<file path="src/rtl/mem_arb_pkg.sv">
// Shared types for the IF/MEM memory port arbiter: FSM state encoding and
// the width of the optional stall counters.
package mem_arb_pkg;

    typedef enum logic [1:0] {
        IDLE  = 2'd0,
        FETCH = 2'd1,
        DATA  = 2'd2
    } arb_state_t;

    localparam int CNT_W = 16;

endpackage

</file>
<file path="src/rtl/sat_counter.sv">
// Saturating up-counter with a synchronous active-high reset. It sticks at
// all-ones instead of wrapping.
module sat_counter #(
    parameter int WIDTH = 16
) (
    input  logic             clk,
    input  logic             rst,
    input  logic             inc,
    output logic [WIDTH-1:0] count
);

    localparam logic [WIDTH-1:0] ONE = {{(WIDTH-1){1'b0}}, 1'b1};

    always_ff @(posedge clk) begin
        if (rst) begin
            count <= '0;
        end else if (inc && (count != {WIDTH{1'b1}})) begin
            count <= count + ONE;
        end
    end

endmodule

</file>
<file path="src/rtl/mem_port_arbiter.sv">
// Shares one single-ported memory between instruction fetch and the MEM stage,
// and derives the pipeline stall controls. Optional stall counters: MEM_ARB_PERF_EN.
module mem_port_arbiter
    import mem_arb_pkg::*;
#(
    parameter int ADDR_W = 32,
    parameter int DATA_W = 32
) (
    input  logic              clk,
    input  logic              rst,
    input  logic [ADDR_W-1:0] if_addr,
    output logic [DATA_W-1:0] if_rdata,
    output logic              if_valid,
    input  logic              ex_mem_read,
    input  logic              ex_mem_write,
    input  logic [ADDR_W-1:0] ex_mem_addr,
    input  logic [DATA_W-1:0] ex_mem_wdata,
    output logic [DATA_W-1:0] mem_stage_rdata,
    output logic              mem_req,
    output logic              mem_we,
    output logic [ADDR_W-1:0] mem_addr,
    output logic [DATA_W-1:0] mem_wdata,
    input  logic [DATA_W-1:0] mem_rdata,
    input  logic              mem_ack,
    output logic              pc_load,
    output logic              IF_ID_load,
    output logic              ID_EX_bubble,
    output logic              pipe_hold,
`ifdef MEM_ARB_PERF_EN
    output logic [CNT_W-1:0]  fetch_stall_cnt,
    output logic [CNT_W-1:0]  data_stall_cnt,
`endif
    output arb_state_t        fsm_state,
    output logic              data_done
);

    // Memory handshake: mem_req rises with a stable mem_we/mem_addr/mem_wdata and
    // holds them until the one-cycle mem_ack, which also carries mem_rdata.
    logic dreq;

    assign dreq         = (ex_mem_read | ex_mem_write) & ~data_done;
    assign pipe_hold    = ~rst & dreq;
    assign pc_load      = ~rst & if_valid & ~dreq;
    assign IF_ID_load   = pc_load;
    assign ID_EX_bubble = rst | (~if_valid & ~dreq);

    always_ff @(posedge clk) begin
        if (rst) begin
            fsm_state       <= IDLE;
            mem_req         <= 1'b0;
            mem_we          <= 1'b0;
            mem_addr        <= '0;
            mem_wdata       <= '0;
            if_rdata        <= '0;
            if_valid        <= 1'b0;
            mem_stage_rdata <= '0;
            data_done       <= 1'b0;
        end else begin
            if (pc_load) begin
                if_valid <= 1'b0;
            end
            // data_done masks the finished access until the pipe releases it.
            if (fsm_state == DATA && mem_ack) begin
                data_done <= 1'b1;
            end else if (!pipe_hold) begin
                data_done <= 1'b0;
            end
            case (fsm_state)
                IDLE: begin
                    if (dreq) begin
                        fsm_state <= DATA;
                        mem_req   <= 1'b1;
                        mem_we    <= ex_mem_write;
                        mem_addr  <= ex_mem_addr;
                        mem_wdata <= ex_mem_wdata;
                    end else if (!if_valid) begin
                        fsm_state <= FETCH;
                        mem_req   <= 1'b1;
                        mem_we    <= 1'b0;
                        mem_addr  <= if_addr;
                    end
                end
                FETCH: begin
                    if (mem_ack) begin
                        fsm_state <= IDLE;
                        mem_req   <= 1'b0;
                        if_rdata  <= mem_rdata;
                        if_valid  <= 1'b1;
                    end
                end
                DATA: begin
                    if (mem_ack) begin
                        fsm_state <= IDLE;
                        mem_req   <= 1'b0;
                        mem_we    <= 1'b0;
                        if (!mem_we) begin
                            mem_stage_rdata <= mem_rdata;
                        end
                    end
                end
                default: fsm_state <= IDLE;
            endcase
        end
    end

`ifdef MEM_ARB_PERF_EN
    sat_counter #(.WIDTH(CNT_W)) u_fetch_stall (
        .clk   (clk),
        .rst   (rst),
        .inc   (ID_EX_bubble),
        .count (fetch_stall_cnt)
    );

    sat_counter #(.WIDTH(CNT_W)) u_data_stall (
        .clk   (clk),
        .rst   (rst),
        .inc   (pipe_hold),
        .count (data_stall_cnt)
    );
`endif

`ifndef SYNTHESIS
    // A simultaneous read and write is executed as a write but is a core bug.
    rw_exclusive: assert property (@(posedge clk) disable iff (rst)
        !(ex_mem_read && ex_mem_write));
`endif

endmodule
</file>
<file path="config.mk">
export PLATFORM = sky130hd
export DESIGN_NAME = mem_port_arbiter
export DESIGN_NICKNAME = d
export VERILOG_FILES = /design/src/rtl/mem_arb_pkg.sv /design/src/rtl/sat_counter.sv /design/src/rtl/mem_port_arbiter.sv
export SDC_FILE = /design/constraint.sdc
export NUM_CORES = 1
export LEC_CHECK = 0
export ABC_CLOCK_PERIOD_IN_PS = 1400
export BUFFER_PORTS_ARGS = -buffer_cell sky130_fd_sc_hd__buf_2
export CAP_MARGIN = 20
export CORE_ASPECT_RATIO = 1.1
export CORE_MARGIN = 4
export CORE_UTILIZATION = 39
export DETAILED_ROUTE_END_ITERATION = 8
export GPL_TIMING_DRIVEN = 0
export PLACE_DENSITY = 0.72
export SLEW_MARGIN = 5
export SYNTH_ARGS = -nofsm -noshare
export SYNTH_HDL_FRONTEND = slang
export SYNTH_SLANG_ARGS = --single-unit
</file>
<file path="constraint.sdc">
create_clock -name clk -period 1.4 [get_ports clk]
set_input_delay 0.07 -clock clk [delete_from_list [all_inputs] [get_ports clk]]
set_output_delay 0.07 -clock clk [all_outputs]
set_load 0.01 [all_outputs]
</file>
==> results.toml <==
[worst_setup_path]
cp_cell_sequence = "o21bai_4 > clkbuf_16 > nand2_4 > nor2_4 > buf_6 > buf_6"
r2r_slack_ns = -0.12
crit_top_cell = "buf_6"
worstPathArrival_ns = 1.46
cp_max_fo = 4
worstSetupPathType = "register to primary output"
crit_required_ns = 1.33
startpoint_type = "register"
end_kind = "primary output"
cpPeakStageDelay_ns = 0.36
cp_slowest_cell = "dfxtp_4"

[timing]
max_freq_ghz = 0.652
skew_ns = 0.0137
grt_setup_unrepaired = "true"
period_share = 1.10
setup_slack_ns = -0.134
hold_viol_final = 0
tightest_slew_ns = 0.985
setup_viol = 68
finalMaxSlewViolations = 0
finalCriticalPeriod_ns = 1.53
relSlewSlack = 0.343

[synthesis]
synth_area_um2 = 5760
synth-adder-area-share = 0.00869
avgSynthCellArea_um2 = 8.80
synth_xor_area_frac = 0
syn_inst = 655
synth_top_family_by_area = "compound AO/OA/AOI/OAI gates"
synth_mux_area_frac = 0.0573
yosysSeqAreaShare = 0.466
ys.flop_type = "dfxtp_1"
synth_cell_types = 37
synth_compound_area_frac = 0.211
syn-num-nets = 792
synthArstFlopShare = 0
ys_seq_elements = 134
yosys.area_share.simple = 0.192
ys.warnings.count = 0
synth_edf_count = 0

[finish]
fin_nets = 1182
final_layout_size_suffix_gt1_frac = 0.504
syn2layout_area_growth_pct = 74.6
n_antenna_cell = 0
finalInstanceArea_um2 = 10100
post-route-util = 0.697

[global_route]
grt_pass1_vias = 6326
antenna_found_initial = 0
grt_pass1_wl_um = 31900
grt_max_degree = 17
grt.total_usage = 0.241
overflow = 0

[clock_network]
clockRootBuffer = "clkbuf_16"
cts_tree = "done"
cts.sinks = 134
clk_latency_ns = 0.42
cts_max_level = 4
cts_buffers = 17
clk_pin_slew_ns = 0.06
clk_path_buf_depth = 2

[worst_hold_path]
min_path_type = "input pin to register"

[routing]
num_vias = 6436
post_drt_via_cell_ratio = 5.15
wl_per_cell_um = 18.1
antenna_left = 0
first_pass_iters = 5
routed_wl_um = 22600
drt-initial-drc-count = 304
drc = 0

[pwr]
power.leakage_nw = 4.41
switching_share = 0.343
intPower_mw = 10.2
switchingPower_mw = 5.31
ir_worst_vdd_mv = 1.04
pwr-share-clk = 0.289
p_seq_frac = 0.313
powerDensity_nw_per_um2 = 1540
comb_power_share = 0.398

[die]
coreArea_um2 = 14400
initial_core_util = 0.399
io_pins = 271
die-height_um = 135
row_count = 46
die_w_um = 124
die-area_um2 = 16800

[placement]
placed_cell_area_um2 = 7380
port_buffers = 270
hpwl_um = 14300
gp_congestion = 0.795

[job]
max_cap_viol_count = 0

[run_status]
violations = "setup timing"
status = "finished, violations left"
==> registers in the layout, indices dropped and copies added, names as in the netlist, 2 cells and up <==
register,flops
fsm_state,2
if_rdata,32
mem_addr,32
mem_stage_rdata,32
mem_wdata,32
==> critical path: cells and delay by family, from the launching register on <==
family / cells / cell delay [ns]
AOI/OAI and AO/OA: 1 / 0.19
buffers and inverters: 3 / 0.41
DFF: 1 / 0.36
and+or+nand+nor: 2 / 0.10
==> cell usage in the layout (no fill, tap or decap), types with 5 or more instances in the layout <==
| cell type | instances |
|---|---|
| nand2_2 | 15 |
| a21oi_2 | 31 |
| o21ai_1 | 15 |
| nand3_2 | 7 |
| nand3_1 | 23 |
| clkbuf_1 | 12 |
| buf_2 | 273 |
| mux2i_2 | 7 |
| o21ai_0 | 5 |
| mux2i_1 | 26 |
| a21oi_1 | 67 |
| a2111oi_2 | 20 |
| o21ai_2 | 14 |
| dfxtp_1 | 130 |
| dlygate4sd3_1 | 65 |
| nor2_1 | 35 |
| buf_4 | 25 |
| a2111oi_4 | 12 |
| nand2_1 | 101 |
| buf_6 | 17 |
| nand2_4 | 16 |
| buf_12 | 6 |
| buf_8 | 17 |
| nor3b_1 | 32 |
| clkbuf_16 | 25 |
==> power groups by stage <==
stage | Combinational (mW) | Clock [mW] | Sequential (mW)
2_1_floorplan | 2.16 | 0 | 5.12
4_1_cts | 5.08 | 4.52 | 4.80
3_5_place_dp | 3.90 | 0 | 4.88
3_3_place_gp | 3.86 | 0 | 4.84
5_1_grt | 6.56 | 4.69 | 4.90
6_report | 6.16 | 4.48 | 4.84
==> per-stage QoR <==
step | hold WS, ns | instances | setup slack [ns] | power [mW] | setup TNS (ns)
after floorplan | 0.206 | 655 | 0.0117 | 7.29 | 0
after global placement | 0.323 | 1117 | -0.217 | 8.70 | -18.85
after detailed placement | 0.327 | 1117 | -0.279 | 8.78 | -21.90
after CTS | 0.0121 | 1228 | -0.225 | 14.4 | -6.65
after global routing | 0.0291 | 1250 | -0.197 | 16.1 | -9.07
final | 0.0255 | 1250 | -0.134 | 15.5 | -4.76
==> kinds of logic after synthesis <==
kind of cell	Yosys count
AND/OR/NAND/NOR	243
AO/OA/AOI/OAI	173
flip-flops	134
buffers and inverters	68
multiplexers	33
adder cells (fa/ha/maj)	4
==> area by class of cell <==
class                   count  area, um^2
multi-input cells         453        3350
fillers                  1054        4380
flip-flops and latches    134        2700
clock inverters            14         149
clock buffers              18         439
plain buffers              59         634
well taps                 192         240
inverters                   4        35.0
repair buffers            376        2520
==> worst paths after layout <==
check	from	end	cells after the start
max reg2reg	data_done	mem_addr[29]	6
min reg2reg	mem_stage_rdata[2]	mem_stage_rdata[2]	2
min	ex_mem_addr[6]	mem_addr[6]	3
max	data_done	pc_load	6
==> routing by layer <==
layer / global-route usage / vias up / wire length, um
met2: 0.423 / 301 / 11600
met1: 0.270 / 3021 / 8540
met5: 0 / - / 0
met4: 0.0822 / 0 / 493
met3: 0.0848 / 50 / 2000
li1: - / 3064 / -
==> timing repair <==
action | CTS | global route
setup endpoints to repair | 133 | 128
setup buffers | 14 | 16
pin swaps | 13 | 42
resized for setup | 136 | 161
cloned | 3 | 8
hold endpoints to repair | 97 | 0
hold buffers | 65 | 0
==> cell usage after synthesis (3+ instances only) <==
master	instances	area, um^2
nand2b_1	3	18.8
buf_1	4	15.0
buf_4	7	52.6
inv_1	4	15.0
ha_1	4	50.1
mux2i_1	33	330
o21ai_0	34	170
buf_12	4	80.1
a21oi_1	98	490
nor2_1	36	135
buf_2	19	95.1
a2111oi_2	30	450
nand3_1	32	160
nor3b_1	32	240
dfxtp_1	134	2680
nand2_1	132	495
clkbuf_1	29	109
No activity file was read; power rests on OpenSTA's default activity.
